===== src/rtl/card_pkg.sv =====
// Shared definitions for the card dealer: FSM encoding, deck geometry and
// the deck-index to rank mapping.
package card_pkg;

  localparam int              DECK_SIZE    = 52;
  localparam int              RANK_W       = 4;
  localparam int              IDX_W        = 6;
  localparam int              RANK_MAX     = 13;
  localparam logic [15:0]     DEFAULT_SEED = 16'hACE1;

  typedef enum logic [1:0] {
    IDLE  = 2'd0,
    PICK  = 2'd1,
    PROBE = 2'd2,
    EMIT  = 2'd3
  } state_e;

  // Four consecutive indices share a rank: index i -> rank i[5:2]+1.
  function automatic logic [RANK_W-1:0] rank_of(input logic [IDX_W-1:0] idx);
    return idx[5:2] + 4'd1;
  endfunction

endpackage


===== src/rtl/card_lfsr.sv =====
// Free-running Fibonacci LFSR (taps 16,14,13,11) with a zero-lock guard.
module card_lfsr #(
  parameter int LFSR_W = 16
) (
  input  logic              clk,
  input  logic              rst_n,
  input  logic [LFSR_W-1:0] seed,
  output logic [LFSR_W-1:0] q
);

  logic [LFSR_W-1:0] q_q;
  logic              fb;

  assign fb = q_q[LFSR_W-1] ^ q_q[LFSR_W-3] ^ q_q[LFSR_W-4] ^ q_q[LFSR_W-6];

  // NOTE: sequential state uses non-blocking assignments so every flop
  // samples the pre-edge value regardless of statement order.
  always_ff @(posedge clk or negedge rst_n) begin
    if (!rst_n) begin
      q_q <= seed;
    end else if (q_q == '0) begin
      q_q <= seed;
    end else begin
      q_q <= {q_q[LFSR_W-2:0], fb};
    end
  end

  assign q = q_q;

endmodule


===== src/rtl/card_dealer.sv =====
// Deals ranks 1..13 from a 52-card deck without replacement, one card per
// accepted pip, using an LFSR pick followed by a linear probe for a free slot.
module card_dealer #(
  parameter int          DECK_SIZE = 52,
  parameter int          LFSR_W    = 16,
  parameter logic [15:0] SEED      = 16'hACE1
) (
  input  logic       clk,
  input  logic       rst_n,
  input  logic       pip,
  input  logic       shuffle,
  output logic [3:0] number,
  output logic       valid,
  output logic       busy,
  output logic       empty,
  output logic       err,
  output logic [5:0] cards_left
);

  import card_pkg::*;

  localparam logic [LFSR_W-1:0] EFF_SEED  = (SEED == '0) ? LFSR_W'(DEFAULT_SEED)
                                                         : LFSR_W'(SEED);
  localparam logic [IDX_W-1:0]  DECK_N    = IDX_W'(DECK_SIZE);
  localparam logic [IDX_W-1:0]  LAST_IDX  = IDX_W'(DECK_SIZE - 1);

  state_e                 state_q;
  logic [IDX_W-1:0]       idx_q;
  logic [DECK_SIZE-1:0]   used_q;
  logic [IDX_W-1:0]       left_q;
  logic [RANK_W-1:0]      number_q;
  logic                   valid_q;
  logic                   err_q;

  logic [LFSR_W-1:0]      lfsr;
  logic [IDX_W-1:0]       pick_raw;
  logic [IDX_W-1:0]       pick_idx;
  logic                   lfsr_unused;

  card_lfsr #(.LFSR_W(LFSR_W)) u_lfsr (
    .clk   (clk),
    .rst_n (rst_n),
    .seed  (EFF_SEED),
    .q     (lfsr)
  );

  // Only the low six bits choose a slot; values 52..63 fold back onto 0..11.
  assign pick_raw    = lfsr[IDX_W-1:0];
  assign pick_idx    = (pick_raw < DECK_N) ? pick_raw : pick_raw - DECK_N;
  assign lfsr_unused = ^lfsr[LFSR_W-1:IDX_W];

  // NOTE: the used bitmap is plain flops, not a RAM, so it is cleared by
  // reset and by shuffle in a single edge.
  always_ff @(posedge clk or negedge rst_n) begin
    if (!rst_n) begin
      state_q  <= IDLE;
      idx_q    <= '0;
      used_q   <= '0;
      left_q   <= DECK_N;
      number_q <= '0;
      valid_q  <= 1'b0;
      err_q    <= 1'b0;
    end else begin
      number_q <= '0;
      valid_q  <= 1'b0;
      err_q    <= 1'b0;
      if (shuffle) begin
        used_q  <= '0;
        left_q  <= DECK_N;
        state_q <= IDLE;
      end else begin
        case (state_q)
          IDLE: begin
            if (pip) begin
              if (left_q == '0) err_q   <= 1'b1;
              else              state_q <= PICK;
            end
          end
          PICK: begin
            idx_q   <= pick_idx;
            state_q <= PROBE;
          end
          PROBE: begin
            if (!used_q[idx_q]) begin
              used_q[idx_q] <= 1'b1;
              left_q        <= left_q - 6'd1;
              number_q      <= rank_of(idx_q);
              valid_q       <= 1'b1;
              state_q       <= EMIT;
            end else begin
              idx_q <= (idx_q == LAST_IDX) ? '0 : idx_q + 6'd1;
            end
          end
          EMIT: state_q <= IDLE;
          default: state_q <= IDLE;
        endcase
      end
    end
  end

  assign number     = number_q;
  assign valid      = valid_q;
  assign err        = err_q;
  assign busy       = (state_q != IDLE);
  assign cards_left = left_q;
  assign empty      = (left_q == '0);

endmodule


===== config.mk =====
export PLATFORM = sky130hd
export DESIGN_NAME = card_dealer
export DESIGN_NICKNAME = d
export VERILOG_FILES = /design/src/rtl/card_pkg.sv /design/src/rtl/card_lfsr.sv /design/src/rtl/card_dealer.sv
export SDC_FILE = /design/constraint.sdc
export NUM_CORES = 1
export LEC_CHECK = 0
export CAP_MARGIN = 10
export CORE_MARGIN = 2
export CORE_UTILIZATION = 68
export CTS_BUF_LIST = sky130_fd_sc_hd__clkbuf_8 sky130_fd_sc_hd__clkbuf_16
export DETAILED_ROUTE_END_ITERATION = 6
export DONT_BUFFER_PORTS = 1
export PLACE_DENSITY = 0.95
export SYNTH_ARGS = -nofsm -noshare
export SYNTH_HDL_FRONTEND = slang
export SYNTH_SLANG_ARGS = --single-unit
export TNS_END_PERCENT = 50

===== constraint.sdc =====
create_clock -name clk -period 5.9 [get_ports clk]
set_input_delay 0.59 -clock clk [delete_from_list [all_inputs] [get_ports clk]]
set_output_delay 0.59 -clock clk [all_outputs]
set_load 0.01 [all_outputs]

== Yosys cells after proc, flatten, opt, wreduce, memory -nomap -nowiden ==
Index checks and enable logic that the tools add are counted.
Word-level totals
  register bits after elaboration: 88
  latch bits: 0
  RAM bits: 0
  ROM bits: 0
  input port bits: 4
  word-level logic and storage cells: 69
  memories: 0
Operators by class
  add/sub/neg operators: 4
  multiply operators: 0
  divide/modulo/power cells: 0
  $lt $le $gt $ge: 3
  equality and inequality tests: 9
  shifts and indexed selects: 0
  muxes and demuxes: 30
  bitwise gates (word level): 5
  reductions and logical operators: 10
Operators with widths (count)
  two-way mux 52 bit: 3
  OR 52 bit: 1
  two-way mux 6 bit: 6
  logical NOT 16 bit: 1
  two-way mux 16 bit: 1
  two-way mux 4 bit: 3
  case mux 6 bit (2 select lines): 1
  two-way mux 1 bit: 9
  != test 3 bit, second input constant: 3
  two-way mux 2 bit: 4
  case mux 2 bit (4 select lines): 1
  < comparator 6 x 7 -> 1 bit, second input constant: 1
  adder 6 x 1 -> 6 bit, second input constant: 1
  binary-select mux 1 bit (select 6 bit): 1
  demux 1 bit (select 6 bit): 1
  == test 6 bit, second input constant: 1
  >= comparator 6 x 1 -> 1 bit, second input constant: 1
  logical NOT 6 bit: 1
  < comparator 6 bit, second input constant: 1
  AND reduction 3 bit: 2
  nonzero test 2 bit: 3
  subtractor 6 x 1 -> 6 bit, second input constant: 1
  subtractor 6 bit, second input constant: 1
  adder 4 x 1 -> 4 bit, second input constant: 1
  other kinds (8): 12

== Logic depth before layout (Yosys ltp) ==
Gate-level depths: netlist of run 1.
  word-level depth: 8
  gate-level depth with buffers: 11
  mapped depth without buffers: 8

== Least setup slack after synthesis of run 1 ==
No wires, ideal clock.
  path kind: register to register
  start point: reg idx_q[0]
  end point: reg idx_q[0]
  setup time: 0.125 ns
  arrival time: 2.477 ns
  setup slack: 3.299 ns
  cell stages (with the launch flop): 8
  cells stage by stage: dfrtp_1 -> buf_2 -> buf_2 -> mux4_2 -> a221oi_1 -> a2111oi_4 -> a21oi_1 -> mux2_2
On the way
  word-level cells in the longest chain between the ends: 4
  elaborated cells on any way between the ends: 9
Ends and longest elaborated chain
  from (decl): RTL line card_dealer.sv:28  | logic [IDX_W-1:0] idx_q;
  from (signal assigned): RTL line card_dealer.sv:80  | idx_q <= pick_idx;
  from (signal assigned): RTL line card_dealer.sv:91  | idx_q <= (idx_q == LAST_IDX) ? '0 : idx_q + 6'd1;
  binary-select mux 1 bit (select 6 bit) (tied with other cells): RTL line card_dealer.sv:84  | if (!used_q[idx_q]) begin
  two-way mux 1 bit (implied by the code) or two-way mux 6 bit (tied branches): RTL line card_dealer.sv:84, card_dealer.sv:91
  != test 2 bit (no line) or two-way mux 6 bit (tied branches)
  AND reduction 3 bit (no line) or case mux 6 bit (2 select lines) (tied branches)
Several ways; a longest one is shown, not always the timed one. The select of a mux whose other input is x is not followed.
A chain may end at the register's enable or synchronous reset.

== Worst setup path after layout of run 1 ==
Same ends and word-level chain as after synthesis.

==> results of run 1 <==
==> registers in the layout, indices dropped and copies added, names as in the netlist <==
register    cells
used_q         52
u_lfsr.q       16
cards_left      6
idx_q           6
number          4
state_q         2
err             1
valid           1
==> cell type report <==
cell class / instances / area share (%)
clock buffer: 10 / 2.98
clock inverter: 6 / 1.82
inverter: 18 / 1.47
multi-input combinational: 266 / 42.2
sequential: 88 / 48.0
tap: 77 / 2.09
timing repair buffer: 4 / 1.36
==> kinds of logic (layout without fill, tap and decap cells) <==
logic type / after synthesis / count (layout) / synth area share [%]
adders and majority gates: 10 / 10 / 2.84
DFF: 88 / 88 / 50.2
AOI/OAI and AO/OA: 91 / 91 / 17.1
buffers and inverters: 59 / 38 / 5.65
xor gates and xnor gates: 6 / 6 / 1.19
and+or+nand+nor: 135 / 135 / 14.5
muxes: 24 / 24 / 8.43
==> power by group through the flow <==
| stage | Clock [W] | Combinational, W | Sequential, W |
|---|---|---|---|
| after floorplan | 0 | 0.000526 | 0.000692 |
| after global placement | 0 | 0.000532 | 0.000765 |
| after detailed placement | 0 | 0.000549 | 0.000770 |
| after CTS | 0.000459 | 0.000565 | 0.000761 |
| after global routing | 0.000486 | 0.000629 | 0.000776 |
| final | 0.000459 | 0.000580 | 0.000762 |
==> through the flow <==
stage / std cells / hold slack, ps / total power [W] / instance area [sq um] / utilization, %
after floorplan: 413 / 294 / 0.00122 / 4410 / -
after global placement: 452 / 297 / 0.00130 / 4360 / 69.1
after detailed placement: 452 / 297 / 0.00132 / 4360 / 69.1
after CTS: 469 / 44.9 / 0.00178 / 4610 / 73.0
after global routing: 469 / 34.4 / 0.00189 / 4610 / 73.0
final: 469 / 50.6 / 0.00180 / 4610 / 73.0
==> cell usage after synthesis, types with 4 or more instances <==
cell type  count
dfrtp_1       77
nor2_1        62
a41oi_1       48
clkbuf_1      25
inv_1         16
nor3_1        15
nand2_1       14
dfstp_2       11
ha_1          10
mux4_2        10
nand2b_1      10
mux2i_1        9
and2_1         8
nor2b_1        8
a211oi_1       7
a31oi_1        7
buf_2          7
buf_4          5
mux2_2         5
o2bb2ai_1      5
a21oi_1        4
buf_1          4
nand4_1        4
xnor2_1        4
==> repair_timing <==
action | CTS | global route
setup endpoints to repair | 0 | 0
endpoints found under the hold margin | 77 | 0
hold buffers | 1 | 0
==> layer usage <==
layer / share of wire (%) / GRT usage, % / vias to the layer above
met2: 49 / 40.8 / 164
met3: 6.6 / 7.57 / 24
met4: 2.0 / 11.7 / 0
met1: 43 / 39.5 / 1666
li1: - / - / 1471
met5: 0 / 0 / -
==> worst min path at each step <==
stage	slack, ps	cells after the start	start	end
2_1_floorplan	290	0	rst_n	cards_left[0]$_DFFE_PN0P_
3_3_place_gp	300	0	rst_n	u_lfsr.q[8]$_DFF_PN0_
3_5_place_dp	300	0	rst_n	u_lfsr.q[8]$_DFF_PN0_
4_1_cts	40	0	rst_n	u_lfsr.q[5]$_DFF_PN1_
5_1_grt	30	0	rst_n	u_lfsr.q[5]$_DFF_PN1_
6_report	50	0	rst_n	cards_left[5]$_DFFE_PN1P_
==> impl_metrics.yaml, run 1 <==
status:
  status: "complete, no violations"
setup_path:
  rr_endpoint: "idx_q[0]$_DFFE_PN0P_"
  r2r_start: "idx_q[0]$_DFFE_PN0P_"
  r2r_cells: 7
  end_kind: "flip-flop"
  cp.arrival_ps: 4360
  slowest_stage: "dfrtp_1"
  criticalPathCategory: "reg -> reg"
  cpMostUsedCell: "mux2_2"
  critPathMaxFanout: 48
  critical-path-top-delay-family: "compound AO/OA/AOI/OAI gates"
  crit_chain: "mux4_2 -> mux2_2 -> a22o_1 -> a2111oi_4 -> buf_12 -> a21oi_1 -> mux2_2"
  cp.buffers_inverters: 1
  start_kind: "flip-flop"
  reg2reg_slack_ps: 1800
  critPathMaxStageDelay_ps: 970
  endpoint: "idx_q[0]$_DFFE_PN0P_"
  cp.depth: 7
  critPathLaunch: "idx_q[0]$_DFFE_PN0P_"
  worstPathRequired_ps: 6160
cells_and_area:
  final_cell_mix: "dfrtp_1, nor2_1, a41oi_1, inv_1, nor3_1"
  drive_gt1_share_pct: 12.5
  seq_area_sq_um: 2220
  nNetsFinal: 401
  area_growth_pct: 4.57
  mostFrequentLayoutCell: "dfrtp_1"
  diodes: 0
  nFillCells: 404
  multiInputGateArea_sq_um: 1950
place:
  place.gp.congestion: 0.837
  place_ws_ps: 1860
  hpwl_mm: 5.58
  port_buffers: 0
timing:
  fin_skew_ps: 13.3
  setup_slack_ps: 1800
  fin_setup_tns_ps: 0
  period_share_pct: 69.4
  tightest_slew_ps: 1140
  slew_viol_final: 0
  grt_setup_unrepaired: "no"
  fin_crit_ps: 4100
  final_hold_viol_count: 0
  relSlewSlack_pct: 24.2
  setup_viol: 0
  max_freq_mhz: 244
die:
  core_area_sq_um: 6310
  fp.dieW_microns: 84.5
  io_pins: 18
  die_h_microns: 84.5
  die-area_sq_um: 7150
  initial_core_util_pct: 69.9
  rows: 29
global_routing:
  track_usage_pct: 27.8
  antenna_found_initial: 0
  grt_max_degree: 78
  grt_pass1_vias: 3144
  grt_pass1_wl_mm: 15.6
  grt_overflow: 0
routing:
  via_count: 3325
  drc: 0
  antenna_left: 0
  drtPass1Iterations: 6
  wl_mm: 9.32
  wl_per_cell_microns: 19.9
  vias_per_cell: 7.09
  drt_iter0_markers: 397
synthesis:
  synth_top_area_share_pct: 43.7
  ys_top_cells_by_area: "dfrtp_1, a41oi_1, dfstp_2, nor2_1, mux4_2"
  seq_area_frac_synth_pct: 50.2
  yosysUniqueCellTypes: 44
  syn_area_sq_um: 4410
  synthCells: 413
  synth_edf_count: 0
  synth-seq-cells: 88
  syn_avg_cell_area_sq_um: 10.7
  yosys_warnings: 0
  synthArstFlopShare_pct: 100
  synth_nets: 427
  yosys_most_used_dff: "dfrtp_1"
  synth_area_leader_cell: "dfrtp_1"
power:
  sw_frac_of_total_pct: 39.7
  ir_worst_vdd_mv: 0.254
  seq_power_share_pct: 42.3
  power_density_nw_per_um2: 390
  combinationalPowerShare_pct: 32.2
  p_clk_share_pct: 25.5
  p_switching_w: 0.000714
  p_leak_nw: 1.95
  p_int_w: 0.00109
clock_tree:
  clkTransAtPathRegs_ps: 90
  cts_buffer_depth: 2
  cts_resized: 0
  numCtsBuffers: 9
  clock_latency_ps: 370
  htree_num_levels: 3
  cts_setup_buffers: 0
  cts-root-buf: "clkbuf_8"
  cts_tree: "built"
  clock-sinks: 88
job:
  max_cap_violations: 0
hold_path:
  min_path_type: "in -> async"
Power figures use the tool's default switching activity.
==> run 2: changes to the inputs <==
Settings changed: CORE_UTILIZATION 68 to 57, PLACE_DENSITY 0.95 to 0.86.
Clock period 5.9 ns to 3.3 ns, I/O delays scaled along.
==> run 2 against run 1 <==
Die area grew 18%. Highest routed layer unchanged. Cell count grew 7.2%. Final area grew 1.4%. Worst setup slack lost 1300 ps. Clock power grew 55%. Via count grew 1.6%. Maximum frequency grew 44%. Critical path type unchanged. Largest power group unchanged.
==> impl_metrics.yaml, run 2 (same netlist as run 1, synthesis figures left out) <==
place:
  place_ws_ps: 520
  place.gp.congestion: 0.856
  port_buffers: 0
  hpwl_mm: 6.19
clock_tree:
  numCtsBuffers: 9
  cts_buffer_depth: 2
  cts_resized: 0
  cts-root-buf: "clkbuf_8"
  clock-sinks: 88
  clkTransAtPathRegs_ps: 100
  cts_setup_buffers: 0
  clock_latency_ps: 370
  htree_num_levels: 3
  cts_tree: "built"
timing:
  slew_viol_final: 0
  max_freq_mhz: 352
  final_hold_viol_count: 0
  fin_setup_tns_ps: 0
  fin_skew_ps: 12.9
  setup_viol: 0
  fin_crit_ps: 2840
  grt_setup_unrepaired: "no"
  whs_ps: 24.6
  relSlewSlack_pct: 27.3
  setup_slack_ps: 461
  period_share_pct: 86.0
  tightest_slew_ps: 1080
setup_path:
  end_kind: "flip-flop"
  criticalPathCategory: "reg -> reg"
  worstPathRequired_ps: 3560
  critPathLaunch: "idx_q[0]$_DFFE_PN0P_"
  rr_endpoint: "idx_q[0]$_DFFE_PN0P_"
  reg2reg_slack_ps: 460
  critPathMaxFanout: 6
  cp.arrival_ps: 3100
  endpoint: "idx_q[0]$_DFFE_PN0P_"
  start_kind: "flip-flop"
  r2r_start: "idx_q[0]$_DFFE_PN0P_"
  r2r_cells: 6
cells_and_area:
  final_cell_mix: "dfrtp_1, nor2_1, a41oi_1, inv_1, nor3_1"
  drive_gt1_share_pct: 14.5
  nNetsFinal: 410
  multiInputGateArea_sq_um: 1950
  top_register: "used_q"
  mostFrequentLayoutCell: "dfrtp_1"
  nFillCells: 586
  seq_area_sq_um: 2220
  largest_register_ffs: 52
  area_growth_pct: 6.04
  finish.utilization_pct: 61.5
  diodes: 0
die:
  die_h_microns: 92.0
  io_pins: 18
  rows: 32
  core_area_sq_um: 7610
  initial_core_util_pct: 58.0
  fp.dieW_microns: 92.0
  die-area_sq_um: 8460
global_routing:
  antenna_found_initial: 0
  grt_pass1_vias: 3200
  grt_overflow: 0
  grt_max_degree: 89
  grt_pass1_wl_mm: 16.0
  track_usage_pct: 24.1
routing:
  drt_iter0_markers: 272
  via_count: 3378
  vias_per_cell: 6.72
  wl_per_cell_microns: 19.4
  drtPass1Iterations: 6
  antenna_left: 0
  wl_mm: 9.76
  drc: 0
power:
  p_total_w: 0.00322
  ir_worst_vdd_mv: 0.337
  power_density_nw_per_um2: 688
  p_leak_nw: 1.97
hold_path:
  min_path_type: "in -> reg"
  hold_start: "shuffle"
status:
  status: "complete, no violations"
job:
  max_cap_violations: 0
[run 2: worst min-delay path by stage]
stage	end	slack [ps]	depth (start not counted)
floorplan	cards_left[0]$_DFFE_PN0P_	30	0
global placement	used_q[12]$_DFFE_PN0P_	40	0
detailed placement	used_q[15]$_DFFE_PN0P_	40	0
CTS	used_q[35]$_DFFE_PN0P_	2	1
global route	state_q[0]$_DFFE_PN0P_	10	1
finish	err$_DFF_PN0_	20	1
[run 2: timing repair]
action,CTS,global route
hold buffers,2,0
endpoints found under the hold margin,88,0
setup endpoints to repair,0,0
[run 2: layout make-up]
class	instances	share of cell area, %
Sequential cell	88	47.4
Multi-Input combinational cell	266	41.7
Timing Repair Buffer	13	2.84
Tap cell	102	2.73
Clock buffer	9	2.65
Inverter	18	1.44
Clock inverter	7	1.31
[run 2: metal layers]
layer | wire length [microns] | GRT usage [%] | vias to the layer above | share of wire, %
met4 | 224 | 10.4 | 0 | 2.3
met2 | 4840 | 38.7 | 165 | 50
met5 | 0 | 0 | - | 0
met1 | 4060 | 31.7 | 1701 | 42
li1 | - | - | 1488 | -
met3 | 636 | 5.34 | 24 | 6.5
[run 2: critical path, cell delays in order, from the launching register on]
cell and delay [ps]:
dfrtp_1 530, mux4_2 550, mux2_2 270, a22o_1 260, a2111oi_4 410, a21oi_1 300, mux2_2 400
[run 2: power by group]
part / leakage, nW / internal, W / switching [W]
Sequential: 1.16 / 0.00116 / 0.000129
Combinational: 0.724 / 0.000397 / 0.000821
Clock: 0.0892 / 0.000289 / 0.000423
[run 2: stage by stage]
step,area (sq um),std cells
after floorplan,4410,413
after global placement,4450,485
after detailed placement,4450,485
after CTS,4680,503
after global routing,4680,503
final,4680,503
==> run 3: changes to the inputs <==
Settings changed: TNS_END_PERCENT 50 to default.
==> results of run 3 <==
Same layout as run 2: the final DEF is identical, and so are final timing and power.
